File: src/rtl/multicycle_controll_pkg.sv
// Shared constants and state encoding for the multi-cycle control unit and its ALU op decoder.
package multicycle_controll_pkg;

  localparam int unsigned AluOpW = 4;

  localparam logic [6:0] OPC_R      = 7'h33;
  localparam logic [6:0] OPC_I      = 7'h13;
  localparam logic [6:0] OPC_LOAD   = 7'h03;
  localparam logic [6:0] OPC_STORE  = 7'h23;
  localparam logic [6:0] OPC_BRANCH = 7'h63;

  localparam logic [2:0] F3_ADD_SUB = 3'd0;
  localparam logic [2:0] F3_OR      = 3'd6;
  localparam logic [2:0] F3_AND     = 3'd7;

  localparam logic [AluOpW-1:0] ALU_AND = 4'b0000;
  localparam logic [AluOpW-1:0] ALU_OR  = 4'b0001;
  localparam logic [AluOpW-1:0] ALU_ADD = 4'b0010;
  localparam logic [AluOpW-1:0] ALU_SUB = 4'b0110;

  typedef enum logic [2:0] {
    StFetch,
    StDecode,
    StExec,
    StMem,
    StWb,
    StError
  } state_e;

endpackage

File: src/rtl/multicycle_controll_alu_op_decode.sv
// Combinational ALU operation decoder shared with the single-cycle control unit.
// I-type ALU ops are legal only when MULTICYCLE_CONTROLL_IMM_ALU_EN is defined.
module multicycle_controll_alu_op_decode
  import multicycle_controll_pkg::*;
(
  input  logic [6:0]        opcode_i,
  input  logic [2:0]        func3_i,
  input  logic              alt_i,
  output logic [AluOpW-1:0] alu_op_o,
  output logic              illegal_o
);

  always_comb begin
    alu_op_o  = ALU_ADD;
    illegal_o = 1'b0;
    case (opcode_i)
      OPC_R: begin
        case (func3_i)
          F3_ADD_SUB: alu_op_o = alt_i ? ALU_SUB : ALU_ADD;
          F3_AND:     alu_op_o = ALU_AND;
          F3_OR:      alu_op_o = ALU_OR;
          default:    illegal_o = 1'b1;
        endcase
      end
`ifdef MULTICYCLE_CONTROLL_IMM_ALU_EN
      // No SUBI exists, so bit30 carries immediate data here and is ignored.
      OPC_I: begin
        case (func3_i)
          F3_ADD_SUB: alu_op_o = ALU_ADD;
          F3_AND:     alu_op_o = ALU_AND;
          F3_OR:      alu_op_o = ALU_OR;
          default:    illegal_o = 1'b1;
        endcase
      end
`endif
      OPC_LOAD, OPC_STORE: alu_op_o = ALU_ADD;
      OPC_BRANCH:          alu_op_o = ALU_SUB;
      default:             illegal_o = 1'b1;
    endcase
  end

endmodule

File: src/rtl/multicycle_controll.sv
// Multi-cycle FETCH/DECODE/EXEC/MEM/WB controller with a memory-wait watchdog.
// Define MULTICYCLE_CONTROLL_IMM_ALU_EN to accept I-type ALU instructions (opcode 0x13).
module multicycle_controll
  import multicycle_controll_pkg::*;
#(
  parameter int unsigned INSTR_W      = 32,
  parameter int unsigned ALU_OP_W     = 4,
  parameter int unsigned MEM_WAIT_MAX = 15
) (
  input  logic                clk,
  input  logic                reset,
  input  logic [INSTR_W-1:0]  instruction,
  input  logic                mem_ready,
  output logic                pc_write,
  output logic                pc_write_cond,
  output logic                ir_write,
  output logic                IorD,
  output logic                MemRead,
  output logic                MemWrite,
  output logic                MemtoReg,
  output logic                ALUScr,
  output logic [ALU_OP_W-1:0] ALU_op,
  output logic                RegWrite,
  output logic                branch,
  output logic                instr_done,
  output logic                error
);

  localparam int unsigned CntW = $clog2(MEM_WAIT_MAX + 1);

  state_e            state_q, state_d;
  logic [CntW-1:0]   cnt_q, cnt_d;
  logic [6:0]        opcode_q, opcode_d;
  logic [2:0]        func3_q, func3_d;
  logic              alt_q, alt_d;
  logic              error_q, error_d;
  logic [AluOpW-1:0] dec_alu_op, alu_op;
  logic              dec_illegal;
  logic              wait_expired;
  logic              is_imm, is_load, is_store, is_branch;
  logic              unused_instr;

  assign unused_instr = ^{instruction[INSTR_W-1:31], instruction[29:15], instruction[11:7]};

  multicycle_controll_alu_op_decode u_alu_op_decode (
    .opcode_i  (opcode_q),
    .func3_i   (func3_q),
    .alt_i     (alt_q),
    .alu_op_o  (dec_alu_op),
    .illegal_o (dec_illegal)
  );

  assign is_imm    = (opcode_q == OPC_I);
  assign is_load   = (opcode_q == OPC_LOAD);
  assign is_store  = (opcode_q == OPC_STORE);
  assign is_branch = (opcode_q == OPC_BRANCH);

  // mem_ready on the limit cycle wins over expiry.
  assign wait_expired = !mem_ready && (cnt_q == CntW'(MEM_WAIT_MAX));

  always_comb begin
    state_d       = state_q;
    opcode_d      = opcode_q;
    func3_d       = func3_q;
    alt_d         = alt_q;
    pc_write      = 1'b0;
    pc_write_cond = 1'b0;
    ir_write      = 1'b0;
    IorD          = 1'b0;
    MemRead       = 1'b0;
    MemWrite      = 1'b0;
    MemtoReg      = 1'b0;
    ALUScr        = 1'b0;
    alu_op        = ALU_AND;
    RegWrite      = 1'b0;
    branch        = 1'b0;
    instr_done    = 1'b0;
    error         = 1'b0;
    // Synchronous reset still has to silence every strobe in its own cycle.
    if (!reset) begin
      error = error_q;
      case (state_q)
        StFetch: begin
          MemRead = 1'b1;
          if (mem_ready) begin
            ir_write = 1'b1;
            pc_write = 1'b1;
            opcode_d = instruction[6:0];
            func3_d  = instruction[14:12];
            alt_d    = instruction[30];
            state_d  = StDecode;
          end else if (wait_expired) begin
            state_d = StError;
          end
        end
        StDecode: state_d = dec_illegal ? StError : StExec;
        StExec: begin
          alu_op = dec_alu_op;
          ALUScr = is_imm | is_load | is_store;
          if (is_load || is_store) begin
            state_d = StMem;
          end else if (is_branch) begin
            branch        = 1'b1;
            pc_write_cond = 1'b1;
            instr_done    = 1'b1;
            state_d       = StFetch;
          end else begin
            state_d = StWb;
          end
        end
        StMem: begin
          IorD     = 1'b1;
          ALUScr   = 1'b1;
          alu_op   = ALU_ADD;
          MemRead  = is_load;
          MemWrite = is_store;
          if (mem_ready) begin
            instr_done = is_store;
            state_d    = is_load ? StWb : StFetch;
          end else if (wait_expired) begin
            state_d = StError;
          end
        end
        StWb: begin
          RegWrite   = 1'b1;
          MemtoReg   = is_load;
          instr_done = 1'b1;
          state_d    = StFetch;
        end
        StError: state_d = StError;
        default: state_d = StError;
      endcase
    end
  end

  always_comb begin
    cnt_d = '0;
    if ((state_q == StFetch || state_q == StMem) && state_d == state_q && !mem_ready) begin
      cnt_d = cnt_q + CntW'(1);
    end
  end

  assign error_d = error_q | (state_d == StError);
  assign ALU_op  = ALU_OP_W'(alu_op);

  always_ff @(posedge clk) begin
    if (reset) begin
      state_q  <= StFetch;
      cnt_q    <= '0;
      error_q  <= 1'b0;
      opcode_q <= '0;
      func3_q  <= '0;
      alt_q    <= 1'b0;
    end else begin
      state_q  <= state_d;
      cnt_q    <= cnt_d;
      error_q  <= error_d;
      opcode_q <= opcode_d;
      func3_q  <= func3_d;
      alt_q    <= alt_d;
    end
  end

endmodule
File: config.mk
export PLATFORM = sky130hd
export DESIGN_NAME = multicycle_controll
export DESIGN_NICKNAME = d
export VERILOG_FILES = /design/src/rtl/multicycle_controll_pkg.sv /design/src/rtl/multicycle_controll_alu_op_decode.sv /design/src/rtl/multicycle_controll.sv
export SDC_FILE = /design/constraint.sdc
export NUM_CORES = 1
export LEC_CHECK = 0
export BUFFER_PORTS_ARGS = -buffer_cell sky130_fd_sc_hd__buf_2
export CAP_MARGIN = 20
export CORE_MARGIN = 10
export CORE_UTILIZATION = 40
export CTS_CLUSTER_SIZE = 30
export DETAILED_ROUTE_END_ITERATION = 8
export GPL_ROUTABILITY_DRIVEN = 0
export PLACE_DENSITY = 0.7
export SETUP_SLACK_MARGIN = 0.02
export SYNTH_ARGS = -nofsm -noshare
export SYNTH_HDL_FRONTEND = slang
export SYNTH_SLANG_ARGS = --single-unit
File: constraint.sdc
create_clock -name clk -period 1.7 [get_ports clk]
set_input_delay 0.085 -clock clk [delete_from_list [all_inputs] [get_ports clk]]
set_output_delay 0.085 -clock clk [all_outputs]
set_load 0.02 [all_outputs]
==> results of run 1 <==
-- stage by stage --
stage	area [sq um]	setup WS, ns	util [%]
6_report	1530	-0.0719	60.8
5_1_grt	1530	-0.171	60.8
4_1_cts	1420	-0.0599	56.2
3_5_place_dp	1280	0.0435	50.7
3_3_place_gp	1280	0.0707	50.7
2_1_floorplan	1090	0.0556	-
-- final cells by class --
class,instances,area [sq um],area share [%]
clock inverter,1,5.00,0.326
sequential,19,390,25.4
tap,30,37.5,2.45
clock buffer,3,22.5,1.47
multi-input combinational,113,734,47.9
inverter,5,18.8,1.22
timing repair buffer,46,325,21.2
-- cells in the final DEF (no fill, tap or decap), types with 2 or more instances in the layout --
cell / count
nand2_1: 26
buf_2: 19
buf_4: 19
a21oi_1: 17
nor2_1: 13
dfxtp_1: 11
dfxtp_2: 8
nand3_1: 6
buf_6: 6
inv_1: 5
nor3_2: 4
nor3_1: 4
nand2b_1: 3
clkbuf_4: 3
nor2b_1: 2
or3_4: 2
nor3_4: 2
a21oi_2: 2
o21ai_1: 2
and2_1: 2
o31ai_1: 2
o21ai_0: 2
xnor2_1: 2
dlygate4sd3_1: 2
-- timing repair --
item                                    CTS  global route
hold endpoints to repair                  0             2
endpoints found under the setup margin    9            13
buffers inserted                          4             3
pin swaps                                 2            10
hold buffers                              0             2
gates resized for setup                  24            19
-- worst min-delay path by stage --
stage | from | to | slack [ns] | depth (start not counted)
final | instruction[0] | opcode_q[0] | 0.02 | 3
after global routing | instruction[14] | func3_q[2] | 0.01 | 3
after CTS | instruction[1] | opcode_q[1] | 0.007 | 3
after detailed placement | instruction[1] | opcode_q[1] | 0.33 | 3
after global placement | instruction[0] | opcode_q[0] | 0.33 | 3
after floorplan | instruction[30] | alt_q | 0.22 | 2
-- cell families after synthesis --
logic type | share of synthesized area (%)
adder cells (fa/ha/maj) | 1.15
other | 0.346
buffers and inverters | 7.27
flip-flops | 35.1
AND/OR/NAND/NOR | 33.1
AO/OA/AOI/OAI | 20.6
XOR/XNOR | 2.43
-- routing by layer --
metal,up-vias,share of wire [%]
met3,2,6.7
li1,588,-
met1,557,44
met2,33,49
met4,0,0.49
met5,-,0
-- critical path, cell delays in order (launching register included) --
cell,delay [ns]
dfxtp_2,0.34
nand4bb_4,0.23
or3_4,0.38
nor3_4,0.18
a211o_1,0.16
buf_6,0.11
-- registers in the layout, summed over array words and instances (netlist names) --
name / count
state_q: 3
alt_q: 1
error_q: 1
cnt_q: 4
func3_q: 3
opcode_q: 7
-- power by group --
part	total [mW]	switching [mW]	internal (mW)
Clock	0.215	0.127	0.0873
Sequential	0.506	0.0345	0.472
Combinational	0.209	0.115	0.0943
==> out/qor.txt, run 1 <==
run status -> finished, violations left
failing checks -> negative setup slack
dpl cells -> 204
I/O pin count -> 51
Synth Register Bits -> 19
# diodes -> 0
non-filler cells, final -> 217
chip height -> 72.0 microns
critical path endpoint -> instr_done
top cells by area, synth -> dfxtp_1 (35%), nand2_1 (9.4%), a21oi_1 (8.8%)
Primary FF master, synth -> dfxtp_1
gr busiest metal -> met2
Synth Instances -> 149
PortBufs -> 28
Crit Path Class -> flip-flop to primary output
Hold Fails Final Rpt -> 0
met1 usage -> 12.9%
Final Worst Setup Slack -> -0.0719 ns
Max Fclk -> 564 MHz
Synth area leader -> dfxtp_1
Remaining DRCs -> 0
Worst Path Max Fanout -> 3
most common cell in the netlist -> nand2_1
reg2reg end -> error_q
layout cell share with drive strength beyond 1 -> 40.6%
Via Count -> 1180
Clock Pin Slew Worst Setup and Hold Paths -> 0.10 ns
RSZ-0062 raised after global routing -> yes
RR Startpoint -> opcode_q[3]
most common library cells after synthesis -> nand2_1 (27), a21oi_1 (19), dfxtp_1 (19)
largest net degree at the start of global routing -> 19
Crit. Startpoint -> opcode_q[3]
FF-to-FF path depth -> 7
global route overflow -> 0
Syn-to-layout area delta -> 41.6%
max-slew violations -> 0
GRT Util Overall -> 11.0%
Num CTS Buffers -> 3
num rows -> 18
Startpoint Class -> flip-flop
reg2reg setup slack -> 0.01 ns
vias in the first global route -> 1114
WHS -> 0.0230 ns
post-route ant nets -> 0
Netlist Area Pre-Place -> 1080 sq um
core area -> 2520 sq um
Root Buffer -> clkbuf_4
final WL -> 3040 microns
Tot Pwr -> 0.930 mW
Post-Syn Nets -> 185
Initial Util -> 43.0%
Syn Area/Cell -> 7.27 sq um
First-pass DRT Iterations -> 4
pwr dens -> 606 nW/um^2
initial antenna violation count -> 0
DR iter-0 viols -> 131
Clock Skews -> 0.00189 ns
Routed wire per std cell -> 14.0 microns
sequential area share after synthesis -> 35.1%
YS warnings -> 0
Worst Path Required -> 1.62 ns
CTS tree -> done
Max VDD drop -> 0.000461 V
area share of the largest cell type after synthesis -> 35.1%
Die ar. -> 5190 sq um
Min-Delay Path Class -> primary input to flip-flop
Post-synth ARST share -> 0%
die width -> 72.0 microns
Filler Cells Inserted -> 214
Clk Latency, worst-skew pair -> 0.29 ns
CTS H-tree lvls -> 1
clock buffer depth -> 2
clk sinks -> 19
Setup crit end kind -> primary output
net count reported at finish -> 224
Yosys cell types -> 38
M2 GR Usage -> 18.3%
vias per cell -> 5.44
crit path DAT -> 1.69 ns
first-pass GRT wire length -> 4880 microns
Final setup violation count -> 6
max_cap viols -> 0
Leakage Power -> 0.626 nW
number of synthesized flops with an enable pin -> 0
fin crit share -> 104%
met3 GRT Util -> 3.54%
DP HPWL -> 2160 microns
crit path time final -> 1.77 ns
setup_tns -> -0.209 ns
Note: power is estimated with default switching activity, not from simulation.
==> run 2, diff against run 1 <==
--- a/config.mk
+++ b/config.mk
@@ -8,12 +8,13 @@
 export BUFFER_PORTS_ARGS = -buffer_cell sky130_fd_sc_hd__buf_2
 export CAP_MARGIN = 20
 export CORE_MARGIN = 10
-export CORE_UTILIZATION = 40
+export CORE_UTILIZATION = 45
 export CTS_CLUSTER_SIZE = 30
 export DETAILED_ROUTE_END_ITERATION = 8
 export GPL_ROUTABILITY_DRIVEN = 0
-export PLACE_DENSITY = 0.7
+export PLACE_DENSITY = 0.78
 export SETUP_SLACK_MARGIN = 0.02
+export SKIP_CTS_REPAIR_TIMING = 1
 export SYNTH_ARGS = -nofsm -noshare
 export SYNTH_HDL_FRONTEND = slang
 export SYNTH_SLANG_ARGS = --single-unit
==> run 2 against run 1 <==
Compared with the run above:
- the flow finishes with violations (negative hold slack, negative setup slack)
- sequential power shrank 0.8%
- setup slack worse by 0.033 ns
- routed wire length rose by 5.8%
- global-route usage grew 0.31 points
- critical path depth increased by 1
- design area fell by 2.0%
- first-iteration DRC count is 27% lower
- maximum frequency shrank 1.8%
- die area decreased by 8.1%
- hold slack worse by 0.037 ns
- total power grew 4.5%
- critical path type unchanged
- critical endpoint unchanged
==> out/qor.txt, run 2 (synthesis gave the netlist of run 1 again) <==
run status -> finished, violations left
failing checks -> negative hold slack, negative setup slack
most common cell after layout, fill and taps aside -> nand2_1
Syn-to-layout area delta -> 38.8%
final WL -> 3210 microns
clock buffer depth -> 2
Worst Hold End -> opcode_q[3]
WHS -> -0.0144 ns
Tot Pwr -> 0.972 mW
layout cell share with drive strength beyond 1 -> 34.4%
pwr dens -> 646 nW/um^2
Worst Path Required -> 1.62 ns
largest net degree at the start of global routing -> 19
num rows -> 17
Final Worst Setup Slack -> -0.105 ns
Root Buffer -> clkbuf_4
max reg flops -> 7
Hold Fails Final Rpt -> 2
Crit. Startpoint -> opcode_q[2]
Worst Path Max Fanout -> 4
CTS H-tree lvls -> 1
dpl ws -> 0.0218 ns
max_cap viols -> 0
CP Cell Sequence -> and4bb_2 > and3_4 > nand3_4 > nor2_4 > a211o_1 > buf_6
fin crit share -> 106%
Clk Latency, worst-skew pair -> 0.32 ns
commonest non-fill, non-tap cells in the layout -> nand2_1 (27), buf_2 (21), a21oi_1 (19), buf_4 (16), nor2_1 (14)
Top reg by flops -> opcode_q
First-pass DRT Iterations -> 4
Clock Pin Slew Worst Setup and Hold Paths -> 0.12 ns
Via Count -> 1201
post-route ant nets -> 0
net count reported at finish -> 226
Initial Util -> 48.1%
Clock Skews -> 0.0120 ns
max-slew violations -> 0
DP HPWL -> 2190 microns
Final setup violation count -> 5
clk sinks -> 19
I/O pin count -> 51
CTS tree -> done
Crit path max-delay family -> simple AND/OR/NAND/NOR gates
chip height -> 69.1 microns
Num CTS Buffers -> 3
RSZ-0062 raised after global routing -> yes
Critical-path top delay cell -> dfxtp_2
GRT Util Overall -> 11.3%
core area -> 2250 sq um
setup_tns -> -0.250 ns
RR Startpoint -> func3_q[0]
reg2reg end -> error_q
hold path start -> instruction[3]
Leakage Power -> 0.618 nW
crit path DAT -> 1.72 ns
hold path depth -> 3
initial antenna violation count -> 0
reg2reg setup slack -> 0.04 ns
largest registers -> opcode_q x7, cnt_q x4
CP Buf/Inv Count -> 1
Routed wire per std cell -> 14.8 microns
Startpoint Class -> flip-flop
Max VDD drop -> 0.000546 V
Min-Delay Path Class -> primary input to flip-flop
PortBufs -> 28
slowest stage delay, CP -> 0.36 ns
Max Fclk -> 554 MHz
FF-to-FF path depth -> 5
DR iter-0 viols -> 95
Setup crit end kind -> primary output
crit path time final -> 1.80 ns
vias per cell -> 5.53
first-pass GRT wire length -> 4710 microns
Die ar. -> 4770 sq um
Crit Path Class -> flip-flop to primary output
vias in the first global route -> 1087
Remaining DRCs -> 0
# diodes -> 0
global route overflow -> 0
die width -> 69.1 microns
==> run 2: area by class of cell <==
| type | count | area, sq um |
|---|---|---|
| clock buffers | 3 | 22.5 |
| clock inverters | 1 | 7.51 |
| fillers | 190 | 751 |
| inverters | 5 | 18.8 |
| multi-input cells | 113 | 689 |
| flip-flops and latches | 19 | 390 |
| well taps | 28 | 35.0 |
| repair buffers | 48 | 340 |
==> run 2: per-stage QoR <==
stage / instance area [sq um] / instances / utilization [%] / hold slack [ns]
after detailed placement: 1280 / 203 / 57.0 / 0.335
after global routing: 1500 / 217 / 66.7 / 0.00338
after global placement: 1280 / 203 / 57.0 / 0.326
after floorplan: 1090 / 149 / - / 0.221
final: 1500 / 217 / 66.7 / -0.0144
after CTS: 1320 / 207 / 58.3 / -0.00821
==> run 2: power by group <==
group          total [mW]  leakage (nW)  internal (mW)  switching [mW]
logic               0.220         0.446          0.103           0.117
clock network       0.250        0.0139         0.0902           0.159
registers           0.502         0.159          0.472          0.0306
==> run 2: tightest hold or removal path: stages <==
cell	delay, ns
buf_2	0.10
nand2_1	0.05
a21oi_1	0.05
==> run 2: worst max path at each step <==
stage,end,slack (ns),depth (start not counted)
finish,instr_done,-0.10,6
global route,instr_done,-0.20,5
CTS,instr_done,-0.26,5
detailed placement,error_q,0.02,5
global placement,error_q,0.08,5
floorplan,pc_write,0.06,6
==> run 2: layer usage <==
layer	track usage (%)	part of all wire (%)	wire, microns
met5	0	0	0
met3	3.42	5.4	172
met1	13.0	41	1320
met4	5.32	2.0	63
met2	18.4	52	1660
==> run 3, diff against run 2 <==
--- a/config.mk
+++ b/config.mk
@@ -8,11 +8,10 @@
 export BUFFER_PORTS_ARGS = -buffer_cell sky130_fd_sc_hd__buf_2
 export CAP_MARGIN = 20
 export CORE_MARGIN = 10
-export CORE_UTILIZATION = 45
+export CORE_UTILIZATION = 35
 export CTS_CLUSTER_SIZE = 30
 export DETAILED_ROUTE_END_ITERATION = 8
 export GPL_ROUTABILITY_DRIVEN = 0
-export PLACE_DENSITY = 0.78
 export SETUP_SLACK_MARGIN = 0.02
 export SKIP_CTS_REPAIR_TIMING = 1
 export SYNTH_ARGS = -nofsm -noshare
==> run 3 against run 2 <==
Compared with the run above:
- the run ends with negative setup slack left
- register-to-register slack barely moved
- total power fell by 4.0%
- sequential power barely moved
- flip-flop and latch count did not move
- non-clock buffer count fell by 7
- hold slack improved by 0.034 ns
- sequential share of layout area rose by 0.35 points
- first-iteration DRC count fell by 43%
- setup slack got worse by 0.011 ns
- final cell count fell by 0.92%
- clock power fell by 11%
- maximum frequency fell by 0.58%
- highest routed layer unchanged
==> out/qor.txt, run 3 (synthesis gave the netlist of run 1 again) <==
run status -> finished, violations left
failing checks -> negative setup slack
Final setup violation count -> 4
Worst Path Max Fanout -> 3
max reg flops -> 7
Clock Pin Slew Worst Setup and Hold Paths -> 0.10 ns
PortBufs -> 28
global route overflow -> 0
RSZ-0062 raised after global routing -> yes
clock buffer depth -> 2
core area -> 3000 sq um
num rows -> 20
Routed wire per std cell -> 13.3 microns
DP HPWL -> 2140 microns
CTS tree -> done
layout cell share with drive strength beyond 1 -> 36.3%
CTS H-tree lvls -> 1
Die ar. -> 5720 sq um
Initial Util -> 36.1%
chip height -> 75.6 microns
max_cap viols -> 0
largest net degree at the start of global routing -> 16
Root Buffer -> clkbuf_4
non-filler cells, final -> 215
Leakage Power -> 0.592 nW
net count reported at finish -> 219
post-layout util -> 48.8%
vias per cell -> 5.10
first-pass GRT wire length -> 4410 microns
Final Worst Setup Slack -> -0.115 ns
# diodes -> 0
Max VDD drop -> 0.000280 V
max-slew violations -> 0
Clock Skews -> 0.00216 ns
Setup crit end kind -> primary output
Startpoint Class -> flip-flop
GRT Util Overall -> 9.70%
pwr dens -> 637 nW/um^2
Syn-to-layout area delta -> 35.2%
vias in the first global route -> 1013
dpl ws -> -0.00697 ns
clk sinks -> 19
storage element area -> 385 sq um
area occupied by multi-input gates -> 716 sq um
crit path time final -> 1.82 ns
Clk Latency, worst-skew pair -> 0.29 ns
most common cell after layout, fill and taps aside -> nand2_1
post-route ant nets -> 0
Hold Fails Final Rpt -> 0
initial antenna violation count -> 0
Num CTS Buffers -> 3
DR iter-0 viols -> 54
Filler Cells Inserted -> 316
die width -> 75.6 microns
final WL -> 2870 microns
fin crit share -> 107%
First-pass DRT Iterations -> 4
Via Count -> 1097
crit path DAT -> 1.73 ns
commonest non-fill, non-tap cells in the layout -> nand2_1 (26), buf_2 (21), a21oi_1 (17), dfxtp_1 (15), buf_4 (14)
Min-Delay Path Class -> primary input to flip-flop
Remaining DRCs -> 0
Worst Path Required -> 1.62 ns
Crit Path Class -> flip-flop to primary output
dpl cells -> 208
Max Fclk -> 551 MHz
Top reg by flops -> opcode_q
largest registers -> opcode_q x7, cnt_q x4
Tot Pwr -> 0.933 mW
I/O pin count -> 51
==> run 3: cell types whose count changed in the layout (fill, tap and decap cells not counted), sizes merged <==
cell | previous run | this run
dlygate4sd3 | 7 | 0
clkbuf | 3 | 4
clkinvlp | 1 | 0
==> run 3: through the flow <==
step	hold WS [ns]	area (sq um)	TNS, ns
final	0.0196	1470	-0.204
after global routing	0.00775	1470	-0.777
after CTS	0.0176	1320	-1.12
after detailed placement	0.334	1290	-0.00697
after global placement	0.328	1290	0
after floorplan	0.221	1090	0
==> run 3: metal layers <==
metal / wire length [microns] / global-route usage, % / vias up
met5: 0 / 0 / -
met4: 21 / 4.33 / 0
met3: 170 / 2.34 / 2
met2: 1460 / 16.4 / 19
met1: 1220 / 11.3 / 502
li1: - / - / 574
==> run 3: area by class of cell <==
type,instances,area share [%]
flip-flops and latches,19,26.3
well taps,33,2.82
repair buffers,41,19.0
clock buffers,4,1.79
inverters,5,1.28
multi-input cells,113,48.8
==> run 3: power breakdown <==
part           leakage, nW  internal, mW  total [mW]  switching, mW
clock network       0.0150        0.0911       0.222          0.131
logic                0.420        0.0941       0.211          0.117
registers            0.157         0.470       0.499         0.0286
==> run 3: final timing paths <==
path,start,endpoint,slack [ns],cells after the start
setup / recovery,opcode_q[2],instr_done,-0.12,5
hold / removal,instruction[2],opcode_q[2],0.02,3
setup reg to reg,func3_q[0],error_q,0.05,5
hold reg to reg,cnt_q[0],cnt_q[0],0.46,1
==> run 3: critical path, cell delays in order (launching register included) <==
cell       delay [ns]
dfxtp_2          0.34
nand4bb_4        0.23
or3_4            0.42
nor3_4           0.19
a211o_1          0.15
buf_6            0.11
